[config.mk]
export PLATFORM = sky130hd
export DESIGN_NAME = wb_port_arbiter
export DESIGN_NICKNAME = d
export VERILOG_FILES = /design/src/rtl/wb_port_arbiter.sv
export SDC_FILE = /design/constraint.sdc
export NUM_CORES = 1
export LEC_CHECK = 0
export CORE_ASPECT_RATIO = 0.8
export CORE_MARGIN = 2
export CORE_UTILIZATION = 43
export DETAILED_ROUTE_END_ITERATION = 8
export GPL_TIMING_DRIVEN = 0
export MAX_ROUTING_LAYER = met4
export PLACE_DENSITY = 0.76
export SLEW_MARGIN = 5
export SYNTH_ARGS = -nofsm -noshare
export SYNTH_HDL_FRONTEND = slang
export SYNTH_SLANG_ARGS = --single-unit
[constraint.sdc]
create_clock -name clk -period 2.6 [get_ports clk]
set_clock_uncertainty 0.05 [all_clocks]
set_input_delay 0.26 -clock clk [delete_from_list [all_inputs] [get_ports clk]]
set_output_delay 0.26 -clock clk [all_outputs]
set_load 0.005 [all_outputs]
[src/rtl/wb_port_arbiter.sv]
// rtl/wb_port_arbiter.sv - two-source writeback arbiter for the register file write port
//
// Purpose: arbitrates the single register-file write port between source 0
// (ALU result) and source 1 (memory load result). Each source owns a one-entry
// holding register. Full entries are granted oldest-first, one per cycle, into
// a registered write stage. Two query ports flag registers with a write in flight.
//
// Ports:
//   clk                      clock, rising-edge state updates
//   rst                      asynchronous active-low reset
//   valid0/1, ready0/1       per-source handshake
//   addr0/1, value0/1        per-source destination register and data
//   writeEnable/Addr/Value   registered write port to the register file
//   queryAddr1/2, busy1/2    read-after-write hazard query from decode
module wb_port_arbiter #(
    parameter int WORD_WIDTH  = 32,
    parameter int REG_NUM_LOG = 5
) (
    input  logic                   clk,
    input  logic                   rst,
    input  logic                   valid0,
    output logic                   ready0,
    input  logic [REG_NUM_LOG-1:0] addr0,
    input  logic [WORD_WIDTH-1:0]  value0,
    input  logic                   valid1,
    output logic                   ready1,
    input  logic [REG_NUM_LOG-1:0] addr1,
    input  logic [WORD_WIDTH-1:0]  value1,
    output logic                   writeEnable,
    output logic [REG_NUM_LOG-1:0] writeAddr,
    output logic [WORD_WIDTH-1:0]  writeValue,
    input  logic [REG_NUM_LOG-1:0] queryAddr1,
    input  logic [REG_NUM_LOG-1:0] queryAddr2,
    output logic                   busy1,
    output logic                   busy2
);

    logic                   full0, full1;
    // older = 1 means the source 1 entry arrived first (only meaningful when both are full)
    logic                   older;
    logic [REG_NUM_LOG-1:0] held_addr0, held_addr1;
    logic [WORD_WIDTH-1:0]  held_value0, held_value1;

    logic                   grant0, grant1, grant_any;
    logic [REG_NUM_LOG-1:0] grant_addr;
    logic [WORD_WIDTH-1:0]  grant_value;
    logic                   accept0, accept1;
    logic                   stay1;

    assign grant0    = full0 && (!full1 || !older);
    assign grant1    = full1 && (!full0 || older);
    assign grant_any = grant0 || grant1;

    assign grant_addr  = grant1 ? held_addr1  : held_addr0;
    assign grant_value = grant1 ? held_value1 : held_value0;

    // A granted entry drains on this edge, so it may be refilled on the same edge.
    assign ready0  = rst && (!full0 || grant0);
    assign ready1  = rst && (!full1 || grant1);
    assign accept0 = valid0 && ready0;
    assign accept1 = valid1 && ready1;

    // Source 1 is older next cycle only if its entry survives this edge untouched;
    // a surviving source 0 entry or two fresh fills both leave source 0 older.
    assign stay1 = full1 && !grant1;

    always_ff @(posedge clk or negedge rst) begin
        if (!rst) begin
            full0       <= 1'b0;
            full1       <= 1'b0;
            older       <= 1'b0;
            writeEnable <= 1'b0;
            writeAddr   <= '0;
            writeValue  <= '0;
        end else begin
            full0       <= accept0 || (full0 && !grant0);
            full1       <= accept1 || (full1 && !grant1);
            older       <= stay1;
            // Writes to the zero register still use their slot but never strobe.
            writeEnable <= grant_any && (grant_addr != '0);
            if (grant_any) begin
                writeAddr  <= grant_addr;
                writeValue <= grant_value;
            end
        end
    end

    // Holding data needs no reset: it is only observed while the matching full flag is set.
    always_ff @(posedge clk) begin
        if (accept0) begin
            held_addr0  <= addr0;
            held_value0 <= value0;
        end
        if (accept1) begin
            held_addr1  <= addr1;
            held_value1 <= value1;
        end
    end

    // The writeEnable term keeps busy high through the register file's falling-edge commit.
    assign busy1 = (queryAddr1 != '0) &&
                   ((full0 && held_addr0 == queryAddr1) ||
                    (full1 && held_addr1 == queryAddr1) ||
                    (writeEnable && writeAddr == queryAddr1));
    assign busy2 = (queryAddr2 != '0) &&
                   ((full0 && held_addr0 == queryAddr2) ||
                    (full1 && held_addr1 == queryAddr2) ||
                    (writeEnable && writeAddr == queryAddr2));

endmodule
# == Word level (Yosys, flattened, before mapping) ==
# Index checks and enable logic that the tools add are counted.
# classes
n_eq_ne,6
mux,2
reduce_logical,36
# op_table
cell,count
$mux W32,1
$eq A5 B5 Y1,6
$logic_and A1 B1 Y1,17
$reduce_bool A5 Y1,3
$logic_or A1 B1 Y1,11
$logic_not A1 Y1,5
$mux W5,1
# totals
regBits,115
output_inout_bits,42

# == Logic depth before layout (Yosys ltp) ==
# depth
ltp_word,7
ltp_mapped,6

# == Worst setup path after synthesis ==
# No wires, ideal clock.
# synth_path
path_kind,register to register
startpoint,reg full1
endpoint,reg held_addr1[0] (enable)
arrival_time_ns,2.197
required_time_ns,2.118
setup_slack_ns,-0.078
stages_incl_launch_ff,5
n_path_buf,1
synth_period_minus_slack_ns,2.678
path_cell_list,dfrtp_1 > buf_2 > nand2_1 > nor2_1 > nor2_1
# synth_via
elab_chain_len,4
word_cells_on_any_way,5
classes_between,reduce/logical: 5
# synth_lines
element,line,rtl
"start, declared",38,"logic full0, full1;"
"start signal, assigned",77,full1 <= accept1 || (full1 && !grant1);
$logic_not A1 Y1 / $logic_and A1 B1 Y1 (equally long branches),"59, 51",
$logic_or A1 B1 Y1 (*),59,assign ready1 = rst && (!full1 || grant1);
$logic_and A1 B1 Y1 (*),59,
$logic_and A1 B1 Y1 (*),61,assign accept1 = valid1 && ready1;
net accept1,47,"logic accept0, accept1;"
"end signal, assigned",95,held_addr1 <= addr1;
"end, declared",41,"logic [REG_NUM_LOG-1:0] held_addr0, held_addr1;"
# The timed path passes the listed nets; every way through them passes the cells marked *.
# A chain may end at the register's enable or synchronous reset.

# == Final worst setup path ==
# layout_path
startpoint,reg held_addr1[1]
endpoint,out busy1
# layout_via
elab_chain_len,5
# layout_lines
element,line,rtl
$eq A5 B5 Y1,103,(full1 && held_addr1 == queryAddr1) ||
$logic_and A1 B1 Y1,103,
$logic_or A1 B1 Y1,102,((full0 && held_addr0 == queryAddr1) ||
$logic_or A1 B1 Y1,103,
$logic_and A1 B1 Y1,101,assign busy1 = (queryAddr1 != '0) &&
"end, declared",34,"output logic busy1,"
# Every way passes these cells.

==> results by group <==
Run status
  – Status: completed

Setup path
  – Crit path DAT: 2200 ps
  – Worst reg2reg path depth: 5
  – FF-to-FF setup slack: 590 ps
  – Critical path data required time: around 2300 ps
  – Worst r2r dst: held_addr0[0]$_DFFE_PP_
  – CP Launch Type: register
  – Critical path class: register to output port
  – Crit path capture type: output port
  – CP max FO: 4
  – Reg2reg start: full1$_DFF_PN0_

Timing
  – Final hold vios: 0
  – Min Tclk post-route: 2510 ps
  – Final setup fails: 0
  – Max-slew violations: 0
  – Slew margin rel.: 0.533
  – Peak Freq: about 400 MHz
  – Worst hold margin: 270 ps
  – TNS Setup: 0 ps
  – Final period util: 0.967
  – Slew @ Worst Pin: 700 ps

Synthesis
  – Post-synth top area cell: edfxtp_1
  – Register area share after synthesis: 0.725
  – Yosys warns: 0
  – Count of flip-flops with a built-in enable after synthesis: 74
  – Post-synthesis net count: 396
  – Mapped Avg Cell Area: 14.5 sq um
  – Post-Syn Area: approximately 4500 sq um
  – Post-synth top flop: edfxtp_1
  – Cells taking the most area after synthesis: edfxtp_1, dfrtp_1, mux2i_1, xor2_1, nand2_1
  – Synth unique cells: 27
  – Synth top area share: 0.496
  – Yosys reg bits: between 100 and 150
  – Cells after Synth: 308
  – FFs w/ async S/R, synth: 0.357

Place
  – Port Buf Inserts: 129
  – Routability cong.: 0.901
  – Dpl cells: 579
  – DP Wirelength: 7.44 mm

GRT
  – First-pass GRT wire length: ~17 mm
  – Initial antenna violation count: 0
  – Residual overflow from global routing: 0
  – Global Route Usage Sum: 0.206
  – Largest net degree at the start of global routing: 38
  – Vias in the first global route: 3128

Min path
  – Hold Path Class: input port to asynchronous set/reset pin

Floorplan
  – Initial Utilization: 0.439
  – Die width: ~120 um
  – Die Area: 11300 sq um
  – I/O pins: 130
  – Row count: 33
  – Die Ht: 95.3 um
  – Core area: 10200 sq um

Cells and area
  – Ant diodes: 0
  – Most frequent cells in the layout: clkdlybuf4s50_1, edfxtp_1, dfrtp_1
  – Fin nets: between 500 and 600
  – Final core occ: 0.650
  – Layout Cells excl Fill: about 610
  – Share of layout cells above drive strength 1: 0.103
  – Most common cell after layout, fill and taps aside: clkdlybuf4s50_1
  – Area growth syn-to-layout: 48.0%

Clock network
  – Total clock sinks: 115
  – CTS tree: done
  – CTS Buf Count: 17
  – H-tree levels: 4
  – CTS clock-pin slew for the worst setup and hold paths: roughly 60 ps
  – Worst skew pair latency: 410 ps
  – CTS Root Cell: clkbuf_16
  – Longest Clk Path Bufs: 2

Routing
  – Total routed wirelength: 10.7 mm
  – Vias per cell: 4.82
  – First DRT Iteration DRCs: 130
  – Antenna viol nets, final: 0
  – Pre-antenna DRT Iters: 4
  – Drc violations: 0
  – Routed vias: approximately 3000
  – Wirelength per Cell: 17.5 um

Pwr
  – Maximum VDD drop: about 0.45 mV
  – Static leakage: 2.65 nW
  – Power density over the cells: 785 nW/um^2

Job
  – Max-Cap Viols: 0
metrics by stage:
stage	worst slack, ps	area [sq um]	power, mW
CTS	46.0	6600	5.24
global route	-1.57	6630	5.39
detailed placement	185	5990	2.89
global placement	-1960	5950	2.86
floorplan	531	4480	2.44
finish	85.3	6630	5.20
kinds of logic (layout without fill, tap and decap cells):
| family | after synthesis | after routing | synth area share |
|---|---|---|---|
| AOI/OAI and AO/OA | 44 | 44 | 0.0534 |
| muxes | 34 | 34 | 0.0760 |
| DFF | 115 | 115 | 0.725 |
| and+or+nand+nor | 71 | 71 | 0.0690 |
| buffers and inverters | 14 | 180 | 0.0176 |
| xor gates and xnor gates | 30 | 30 | 0.0587 |
what timing repair did:
action | in CTS | in global routing
gates resized for setup | 0 | 3
setup buffers | 0 | 2
hold buffers | 1 | 0
endpoints found under the hold margin | 17 | 0
setup endpoints to repair | 0 | 40
routing by layer:
layer | routed length [um] | GRT usage
met1 | 4850 | 0.262
met2 | 5040 | 0.313
met3 | 782 | 0.0688
met4 | 64 | 0.0673
met5 | 0 | -
state kept, by name, summed over array words and instances, names as in the netlist:
| name | count |
|---|---|
| writeEnable | 1 |
| writeAddr | 5 |
| full1 | 1 |
| held_value1 | 32 |
| older | 1 |
| held_addr1 | 5 |
| writeValue | 32 |
| held_value0 | 32 |
| held_addr0 | 5 |
| full0 | 1 |
where the power goes:
part	internal, mW	leakage, nW	switching [mW]
clock	1.44	0.287	0.898
sequential	2.11	1.19	0.0997
combinational	0.388	1.17	0.263
cell usage after synthesis, types with 3 or more instances:
library cell	number
mux2i_1	34
buf_2	3
nand2_1	40
edfxtp_1	74
xor2_1	25
nand3_1	3
o21ai_0	29
o22ai_1	3
nor4_1	6
or4_1	3
clkbuf_1	5
dfrtp_1	41
nor2_1	13
o21ai_1	6
xnor2_1	5
final cells by class:
cell class	count	area, sq um
plain buffers	12	71.3
clock buffers	18	429
clock inverters	14	168
fillers	772	3570
inverters	2	8.76
multi-input cells	179	1160
flip-flops and latches	115	3250
well taps	140	175
repair buffers	134	1360
worst max-delay path by stage:
stage	start	to	slack [ps]
after global routing	held_addr0[0]$_DFFE_PP_	busy1	-2
after floorplan	full1$_DFF_PN0_	held_addr1[0]$_DFFE_PP_	530
after detailed placement	queryAddr1[2]	busy1	180
after CTS	held_addr1[2]$_DFFE_PP_	busy1	50
after global placement	rst	held_value1[7]$_DFFE_PP_	-1960
final	held_addr1[1]$_DFFE_PP_	busy1	90
critical path: stages, from the launching register on:
cell and delay, ps:
edfxtp_1 460, xor2_1 190, nor4_1 320, a32oi_1 150, a21oi_1 160, clkdlybuf4s50_1 520
Note: power is estimated with default switching activity, not from simulation.
